--- src/rtl/can_error_frame_tx.sv ---
// CAN error frame transmitter: error flag, superposition wait, delimiter and intermission,
// launched by the receive-path checkers and clocked on the bit-time sample point.
module can_error_frame_tx #(
   parameter int FLAG_LEN  = 6,
   parameter int DELIM_LEN = 8,
   parameter int INTER_LEN = 3,
   parameter int DOM_LIMIT = 14
) (
   input  logic       SP,
   input  logic       reset,
   input  logic       RX,
   input  logic       FORM_Error,
   input  logic       CRC_Error,
   input  logic       STUFF_Error,
   input  logic       ERR_PASSIVE,
   output logic       TX,
   output logic       EF_BUSY,
   output logic       EF_DONE,
   output logic [2:0] ERR_SRC,
   output logic       BIT_ERR,
   output logic       DELIM_ERR,
   output logic       OVLD_ERR
);

   // state    | meaning
   // IDLE     | bus recessive, waiting for an error request
   // FLAG     | sending the error flag (dominant if active, recessive if passive)
   // WAIT_REC | flag done, waiting for other nodes' flags to release the bus
   // DELIM    | counting recessive delimiter bits
   // INTER    | intermission before returning to IDLE
   typedef enum logic [2:0] {
      S_IDLE     = 3'd0,
      S_FLAG     = 3'd1,
      S_WAIT_REC = 3'd2,
      S_DELIM    = 3'd3,
      S_INTER    = 3'd4
   } state_t;

   localparam int M_A    = (FLAG_LEN > DELIM_LEN) ? FLAG_LEN : DELIM_LEN;
   localparam int M_B    = (INTER_LEN > DOM_LIMIT) ? INTER_LEN : DOM_LIMIT;
   localparam int MAXLEN = (M_A > M_B) ? M_A : M_B;
   localparam int CW     = ($clog2(MAXLEN + 1) < 4) ? 4 : $clog2(MAXLEN + 1);

   state_t          r_state;
   logic [CW-1:0]   r_cnt;
   logic            r_tx;
   logic            r_busy;
   logic            r_done;
   logic [2:0]      r_src;
   logic            r_bit_err;
   logic            r_delim_err;
   logic            r_ovld_err;

   state_t          w_state_nxt;
   logic [CW-1:0]   w_cnt_nxt;
   logic            w_tx_nxt;
   logic            w_done_nxt;
   logic [2:0]      w_src_nxt;
   logic            w_bit_err_nxt;
   logic            w_delim_err_nxt;
   logic            w_ovld_err_nxt;
   logic            w_any_err;

   assign w_any_err = ~(FORM_Error & CRC_Error & STUFF_Error);

   always_comb begin
      w_state_nxt     = r_state;
      w_cnt_nxt       = r_cnt;
      w_tx_nxt        = 1'b1;
      w_done_nxt      = 1'b0;
      w_src_nxt       = r_src;
      w_bit_err_nxt   = 1'b0;
      w_delim_err_nxt = 1'b0;
      w_ovld_err_nxt  = 1'b0;
      case (r_state)
         S_IDLE: begin
            if (w_any_err) begin
               w_state_nxt = S_FLAG;
               w_cnt_nxt   = '0;
               w_tx_nxt    = ERR_PASSIVE;
               w_src_nxt   = ~{FORM_Error, CRC_Error, STUFF_Error};
            end
         end
         S_FLAG: begin
            // r_tx low means the bit just sampled was one we drove dominant
            w_bit_err_nxt = ~r_tx & RX;
            if (r_cnt == CW'(FLAG_LEN - 1)) begin
               w_state_nxt = S_WAIT_REC;
               w_cnt_nxt   = '0;
            end else begin
               w_cnt_nxt = r_cnt + 1'b1;
               w_tx_nxt  = ERR_PASSIVE;
            end
         end
         S_WAIT_REC: begin
            if (RX) begin
               w_state_nxt = S_DELIM;
               w_cnt_nxt   = CW'(1);
            end else if (r_cnt == CW'(DOM_LIMIT - 1)) begin
               w_ovld_err_nxt = 1'b1;
               w_cnt_nxt      = '0;
            end else begin
               w_cnt_nxt = r_cnt + 1'b1;
            end
         end
         S_DELIM: begin
            if (!RX) begin
               w_delim_err_nxt = 1'b1;
               w_state_nxt     = S_FLAG;
               w_cnt_nxt       = '0;
               w_tx_nxt        = ERR_PASSIVE;
            end else if (r_cnt == CW'(DELIM_LEN - 1)) begin
               w_state_nxt = S_INTER;
               w_cnt_nxt   = '0;
            end else begin
               w_cnt_nxt = r_cnt + 1'b1;
            end
         end
         S_INTER: begin
            if (r_cnt == CW'(INTER_LEN - 1)) begin
               w_state_nxt = S_IDLE;
               w_cnt_nxt   = '0;
               w_done_nxt  = 1'b1;
            end else begin
               w_cnt_nxt = r_cnt + 1'b1;
            end
         end
         default: begin
            w_state_nxt = S_IDLE;
            w_cnt_nxt   = '0;
         end
      endcase
   end

   always_ff @(posedge SP or posedge reset) begin
      if (reset) begin
         r_state     <= S_IDLE;
         r_cnt       <= '0;
         r_tx        <= 1'b1;
         r_busy      <= 1'b0;
         r_done      <= 1'b0;
         r_src       <= 3'b000;
         r_bit_err   <= 1'b0;
         r_delim_err <= 1'b0;
         r_ovld_err  <= 1'b0;
      end else begin
         r_state     <= w_state_nxt;
         r_cnt       <= w_cnt_nxt;
         r_tx        <= w_tx_nxt;
         r_busy      <= (w_state_nxt != S_IDLE);
         r_done      <= w_done_nxt;
         r_src       <= w_src_nxt;
         r_bit_err   <= w_bit_err_nxt;
         r_delim_err <= w_delim_err_nxt;
         r_ovld_err  <= w_ovld_err_nxt;
      end
   end

   assign TX        = r_tx;
   assign EF_BUSY   = r_busy;
   assign EF_DONE   = r_done;
   assign ERR_SRC   = r_src;
   assign BIT_ERR   = r_bit_err;
   assign DELIM_ERR = r_delim_err;
   assign OVLD_ERR  = r_ovld_err;

endmodule

--- config.mk ---
export PLATFORM = sky130hd
export DESIGN_NAME = can_error_frame_tx
export DESIGN_NICKNAME = d
export VERILOG_FILES = /design/src/rtl/can_error_frame_tx.sv
export SDC_FILE = /design/constraint.sdc
export NUM_CORES = 1
export LEC_CHECK = 0
export BUFFER_PORTS_ARGS = -buffer_cell sky130_fd_sc_hd__buf_2
export CORE_UTILIZATION = 35
export CTS_BUF_LIST = sky130_fd_sc_hd__clkbuf_8
export CTS_CLUSTER_DIAMETER = 100
export DETAILED_ROUTE_END_ITERATION = 6
export GPL_ROUTABILITY_DRIVEN = 0
export SETUP_SLACK_MARGIN = 0.15
export SYNTH_ARGS = -nofsm -noshare
export SYNTH_HDL_FRONTEND = slang
export SYNTH_SLANG_ARGS = --single-unit
--- constraint.sdc ---
create_clock -name SP -period 1.8 [get_ports SP]
set_input_delay 0.54 -clock SP [delete_from_list [all_inputs] [get_ports SP]]
set_output_delay 0.54 -clock SP [all_outputs]
set_load 0.005 [all_outputs]
After elaboration in Yosys (flattened, before gate mapping). Cells that the tools add are included.

Register bits after elaboration: 16. Input port bits: 7. Output and inout port bits: 9. Logic and storage cells: 55.

Reduce and logical (&&, ||, !) cells: 3. Muxes and demuxes: 27. Bitwise logic cells: 6. Add/sub/neg operators: 1. Eq/ne operators: 9.

Operators with widths (count): two-way mux 4 bit (7); one-hot mux 4 bit (5 select lines) (1); two-way mux 3 bit (6); one-hot mux 3 bit (5 select lines) (1); two-way mux 1 bit (11); equality test 4 x 3 -> 1 bit (second input constant) (2); equality test 3 x 2 -> 1 bit (second input constant) (2); adder 4 x 1 -> 4 bit (second input constant) (1); equality test 4 x 2 -> 1 bit (second input constant) (1); equality test 4 bit (second input constant) (1); AND 1 bit (3); equality test 3 x 1 -> 1 bit (second input constant) (1); equality test 3 bit (second input constant) (1); logical NOT 3 bit (1); inverter 3 bit (1); one-hot mux 1 bit (3 select lines) (1); nonzero test 3 bit (1); inequality test 2 bit (second input constant) (1); inverter 1 bit (2); AND reduction 2 bit (1).

Depth between registers and ports, before layout. Gate-level depths: netlist of the first run.

Word-level depth: 5. Mapped depth: 6. Gate-level depth less buffers: 6.

Worst setup path before layout of the first run. OpenSTA, ideal clock, no wires.

Kind: register to register. From: register r_cnt[0]. To: register r_cnt[2]. Cell stages (with the launch flop): 7. Data required time: 1.665 ns. Slack: 0.074 ns. Period minus slack after synthesis: 1.726 ns. Arrival time: 1.591 ns. Path buffers: 0. Library setup time: 0.135 ns. Cell sequence: dfrtp_1 -> inv_1 -> ha_1 -> or3b_4 -> a32o_2 -> o311ai_1 -> o31ai_1.

Word-level cells in the longest chain between the ends: 4. Elaborated cells between the ends (all ways): 12. Classes of those cells: add/sub: 1; eq/ne: 4; mux: 7.

RTL lines: start, declared (RTL line 45) `logic [CW-1:0] r_cnt;`; start signal, assigned (RTL line 148) `r_cnt <= w_cnt_nxt;`; adder 4 x 1 -> 4 bit, or another cell as far along; two-way mux 4 bit (on tied branches) (RTL line 112, 99); two-way mux 4 bit (on tied branches) (RTL line 107, 96); one-hot mux 4 bit (5 select lines) * (RTL line 75) `case (r_state)`.

Mark *: on every way between the ends. The rest lies on a longest branch, timed or not. A chain may end at the register's enable or synchronous reset.

Worst setup path in the final report of the first run. Ends and elaborated chain as after synthesis.

==> results of run 1 <==
## stage by stage
step | power, mW | area, sq um
global placement | 1.21 | 967
floorplan | 1.03 | 851
global route | 1.78 | 1090
detailed placement | 1.22 | 967
finish | 1.64 | 1090
CTS | 1.57 | 1050
## sequential cells by signal, summed over array words and instances, names as in the netlist
name and flops:
DELIM_ERR 1, EF_DONE 1, BIT_ERR 1, r_cnt 4, EF_BUSY 1, r_state 3, ERR_SRC 3, TX 1
OVLD_ERR 1
## kinds of logic after synthesis
group	after synthesis	synth area share, %
simple gates	42	26.2
compound gates	20	16.8
flops	16	47.2
buf+inv	7	4.12
fa+ha+maj	3	4.41
mux	1	1.32
## cells in the mapped netlist
| master | number |
|---|---|
| nor2_1 | 11 |
| dfrtp_1 | 15 |
| a21oi_1 | 1 |
| nand2b_1 | 4 |
| ha_1 | 3 |
| a311o_1 | 1 |
| dfstp_2 | 1 |
| o21ai_1 | 4 |
| o21bai_1 | 1 |
| nor4b_1 | 1 |
| inv_1 | 3 |
| a32o_2 | 1 |
| and2_1 | 1 |
| buf_2 | 1 |
| o21ai_0 | 2 |
| a22oi_1 | 1 |
| o311ai_1 | 2 |
| nand4b_1 | 1 |
| buf_6 | 1 |
| nand3_1 | 3 |
| or3b_4 | 1 |
| mux2_2 | 1 |
| nor3b_1 | 2 |
| and2b_1 | 1 |
| o32ai_1 | 1 |
| or3_1 | 1 |
| and3_1 | 1 |
| o21a_1 | 1 |
| nor3_1 | 2 |
| nand2_1 | 9 |
| clkbuf_1 | 2 |
| nor4_1 | 2 |
| nand3b_1 | 2 |
| o211ai_1 | 3 |
| o31ai_1 | 2 |
## area by class of cell
class,count,share of cell area (%)
Clock buffer,4,5.04
Inverter,3,1.03
Multi-Input combinational cell,66,43.5
Sequential cell,16,36.9
Tap cell,28,3.21
Timing Repair Buffer,20,10.3
## power groups by stage
stage	Combinational, mW	Sequential [mW]	Clock, mW
after global placement	0.622	0.587	0
after global routing	0.821	0.614	0.341
after floorplan	0.458	0.571	0
after detailed placement	0.631	0.589	0
final	0.731	0.593	0.320
after CTS	0.667	0.582	0.326
## how the worst min path moves through the flow
stage / start / endpoint / slack (ps) / depth (start not counted)
floorplan: reset / BIT_ERR$_DFF_PP0_ / 450 / 1
global placement: ERR_SRC[2]$_DFFE_PP0P_ / ERR_SRC[2]$_DFFE_PP0P_ / 470 / 2
detailed placement: ERR_SRC[0]$_DFFE_PP0P_ / ERR_SRC[0]$_DFFE_PP0P_ / 470 / 2
CTS: reset / EF_DONE$_DFF_PP0_ / 380 / 2
global route: reset / EF_DONE$_DFF_PP0_ / 410 / 2
finish: reset / r_state[2]$_DFF_PP0_ / 350 / 2
## worst max-delay path: cells and delay by family, from the launching register on
kind	cells	cell delay, ps
AO/OA/AOI/OAI	3	620
adder cells (fa/ha/maj)	1	120
buffers and inverters	1	70
flip-flops	1	390
AND/OR/NAND/NOR	1	380
## per-layer routing
layer / up-vias / wire length (um) / GRT usage (%)
met1: 346 / 808 / 18.9
met3: 5 / 100 / 2.98
met2: 20 / 940 / 25.9
li1: 361 / - / -
met5: - / 0 / 0
met4: 0 / 37 / 8.56
## what timing repair did
action                                  CTS  global route
pin swaps                                 0             4
gates resized for setup                   3            10
endpoints found under the setup margin    3             4
hold buffers                              0             0
setup buffers                             1             0
==> flow_summary.toml, run 1 <==
[timing]
final.min_clock_period_ps = 1700
slew_viol_final = 0
post-route-period-util_pct = 94.5
slew_headroom_pct = 60.5
setup_viol = 0
setup_slack_ps = 98.2
tightest_slew_ps = 592
setup_tns_ps = 0
skew_ps = 0.632
hold_viol = 0
grt_setup_unrepaired = "true"
whs_ps = 346
max_freq_ghz = 0.588

[setup_path]
crit_chain = "inv_2 -> ha_4 -> or3b_4 -> a32o_2 -> o311ai_2 -> o31ai_1"
setup.worst_path.start = "r_cnt[0]$_DFFE_PP0P_"
r2r_start = "r_cnt[0]$_DFFE_PP0P_"
cp_slowest_stage_delay_ps = 390
crit_type = "reg2reg"
crit_slowest_cell = "dfrtp_1"
startpoint_type = "flop"
worstPathMaxFanout = 5
timing.reg2reg.setup_slack_ps = 100
worstPathRequired_ps = 1930
setup.worst_path.end = "r_cnt[2]$_DFFE_PP0P_"
r2r_cells = 6
arrival_ps = 1830
crit_path_end_kind = "flop"
r2r_end = "r_cnt[2]$_DFFE_PP0P_"

[layout]
ff_latch_area_sq_um = 403
final.fill_count = 224
fin_cells = 137
syn_to_final_growth_pct = 28.4
final_cell_mix = "buf_2, dfrtp_1, nor2_1"
drive_above_1_share_pct = 35.8
final_util_pct = 48.4
nNetsFinal = 120
antenna_cells = 0
multi_input_comb_area_sq_um = 475
final_common_cell = "buf_2"

[synthesis]
yosys.area.top_type = "dfrtp_1"
ys_seq_elements = 16
ys_types = 35
syn_inst = 89
syn_nets = 99
yosysSeqAreaShare_pct = 47.2
avgSynthCellArea_sq_um = 9.56
yosys_warnings = 0
syn-cell-area_sq_um = 851
synthTopCellsByArea = "dfrtp_1, nor2_1, ha_1"
synth_top_area_share_pct = 44.1

[run]
drv_cap = 0

[power_and_ir_drop]
internal-power_mw = 1.02
power.leakage_nw = 0.476
pwr-share-comb_pct = 44.5
powerDensity_nw_per_um2 = 1500
ir_drop_mv = 0.662
power_frac_seq_pct = 36.1
swShare_pct = 38.2
switchingPower_mw = 0.628
clockPowerShare_pct = 19.5

[detailed_routing]
routed_wl_um = 1890
first_iter_violations = 13
postRouteAntennaNets = 0
vias = 732
wl_per_cell_um = 13.8
routed_via_density = 5.34
dr.pass1.iters = 4
post-route-drc-count = 0

[die]
dieArea_sq_um = 2630
dieHeight_um = 51.3
die_w_um = 51.3
io_pins = 16
core_area_sq_um = 2250
initial_core_util_pct = 37.7
num_rows = 17

[grt]
grt.total_usage_pct = 15.6
grt_max_degree = 17
grt_pass1_vias = 718
grt_pass1_wl_um = 3040
globalRoute.totalOverflow = 0
antenna_found_initial = 0

[min_path]
hold_class = "in2async"

[place]
port_buffers = 15
dp_cells = 132
hpwl_um = 1300
pre_cts_slack_ps = 84.6

[clock_tree]
clock_path_buffers = 2
cts-root-buf = "clkbuf_8"
clkTransAtPathRegs_ps = 60
cts_sinks = 16
insertion_delay_ps = 250
cts-htree-levels = 1
cts_tree = "built"
cts_buffers = 3

[status]
status = "complete, no violations"
Power figures use the tool's default switching activity.
==> run 2, diff against run 1 <==
- BUFFER_PORTS_ARGS: -buffer_cell sky130_fd_sc_hd__buf_2 -> default
- CELL_PAD_IN_SITES_DETAIL_PLACEMENT: default -> 0
- CELL_PAD_IN_SITES_GLOBAL_PLACEMENT: default -> 1
- DONT_BUFFER_PORTS: default -> 1
- PLACE_DENSITY_LB_ADDON: default -> 0.1
- clock period: 1.8 -> 2 ns (I/O delays scaled with it)
==> flow_summary.toml, run 2 (same netlist as run 1, synthesis figures left out) <==
[detailed_routing]
vias = 657
routed_wl_um = 1800
dr.pass1.iters = 4
post-route-drc-count = 0
routed_via_density = 5.48
first_iter_violations = 11
postRouteAntennaNets = 0
wl_per_cell_um = 15.0

[power_and_ir_drop]
power.leakage_nw = 0.401
ir_drop_mv = 0.705
powerDensity_nw_per_um2 = 1410

[clock_tree]
cts_tree = "built"
cts_setup_buffers = 0
cts-root-buf = "clkbuf_8"
clock_path_buffers = 2
cts_buffers = 3
clkTransAtPathRegs_ps = 70
cts-htree-levels = 1
insertion_delay_ps = 250
cts_sinks = 16

[timing]
setup_slack_ps = 189
post-route-period-util_pct = 90.6
final.min_clock_period_ps = 1810
slew_headroom_pct = 57.9
slew_viol_final = 0
setup_tns_ps = 0
setup_viol = 0
grt_setup_unrepaired = "true"
skew_ps = 0.745
tightest_slew_ps = 630
hold_viol = 0
max_freq_ghz = 0.552
whs_ps = 312

[place]
hpwl_um = 1310
pre_cts_slack_ps = 184
dpl_cell_area_sq_um = 885
port_buffers = 0

[grt]
globalRoute.totalOverflow = 0
grt_pass1_vias = 659
antenna_found_initial = 0
grt.total_usage_pct = 16.0
grt_max_degree = 17
grt_pass1_wl_um = 2990

[layout]
fin_area_sq_um = 947
final.fill_count = 238
drive_above_1_share_pct = 13.0
antenna_cells = 0
largest_register_ff_count = 4
syn_to_final_growth_pct = 11.3
final_common_cell = "dfrtp_1"
nNetsFinal = 103
final_cell_mix = "dfrtp_1, nor2_1, nand2_1"
regMostFlops = "r_cnt"

[run]
drv_cap = 0

[setup_path]
crit_slowest_cell = "dfrtp_1"
crit_chain = "inv_1 -> ha_1 -> or3b_4 -> a32o_2 -> o311ai_2 -> o31ai_1"
worstPathMaxFanout = 6
arrival_ps = 1940
startpoint_type = "flop"
crit_type = "reg2reg"
cp_slowest_stage_delay_ps = 430
worstPathRequired_ps = 2130
crit_path_end_kind = "flop"

[die]
die_w_um = 51.3
dieArea_sq_um = 2630
core_area_sq_um = 2250
initial_core_util_pct = 37.7
dieHeight_um = 51.3
io_pins = 16
num_rows = 17

[min_path]
hold_class = "in2async"

[status]
status = "complete, no violations"
## run 2: worst max-delay path: cells and delay by family, from the launching register on
kind / cells / cell delay (ps)
buffers and inverters: 1 / 80
flip-flops: 1 / 430
adder cells (fa/ha/maj): 1 / 150
AO/OA/AOI/OAI: 3 / 640
AND/OR/NAND/NOR: 1 / 380
## run 2: worst paths after layout
path	slack, ps	startpoint	endpoint	cells past startpoint
worst max-delay path	190	r_cnt[0]$_DFFE_PP0P_	r_cnt[2]$_DFFE_PP0P_	6
worst min-delay path	310	reset	BIT_ERR$_DFF_PP0_	1
worst max register to register	190	r_cnt[0]$_DFFE_PP0P_	r_cnt[2]$_DFFE_PP0P_	6
worst min register to register	520	ERR_SRC[2]$_DFFE_PP0P_	ERR_SRC[2]$_DFFE_PP0P_	2
max in group asynchronous	1290	reset	r_cnt[0]$_DFFE_PP0P_	1
min in group SP	410	RX	OVLD_ERR$_DFF_PP0_	1
## run 2: stage by stage
stage	utilization, %	total power [mW]	cells
finish	42.0	1.33	120
global route	42.0	1.44	120
CTS	41.7	1.34	120
detailed placement	39.2	1.04	116
global placement	39.2	1.04	116
floorplan	-	0.926	89
## run 2: repair_timing
item | 4_1_cts | 5_1_grt
hold endpoints to repair | 0 | 0
endpoints found under the setup margin | 0 | 2
hold buffers | 0 | 0
resized for setup | 0 | 1
## run 2: area by class of cell
class | count | area, sq um | share of cell area, %
multi-input cells | 66 | 422 | 44.5
flip-flops and latches | 16 | 402 | 42.4
clock buffers | 4 | 55.1 | 5.81
well taps | 28 | 35.0 | 3.70
repair buffers | 3 | 22.5 | 2.38
inverters | 3 | 11.3 | 1.19
## run 2: metal layers
layer  up-vias  wire length (um)  global-route usage (%)
li1        326                 -                       -
met4         0                48                    10.8
met5         -                 0                       0
met1       311               846                    20.9
met3         4                71                    2.98
met2        16               838                    23.9
## run 2: report_power, final
| group | switching [mW] | leakage, nW | internal [mW] | total, mW |
|---|---|---|---|---|
| Sequential | 0.138 | 0.202 | 0.435 | 0.573 |
| Combinational | 0.243 | 0.170 | 0.222 | 0.465 |
| Clock | 0.118 | 0.0288 | 0.175 | 0.293 |
| Total | 0.499 | 0.401 | 0.832 | 1.33 |
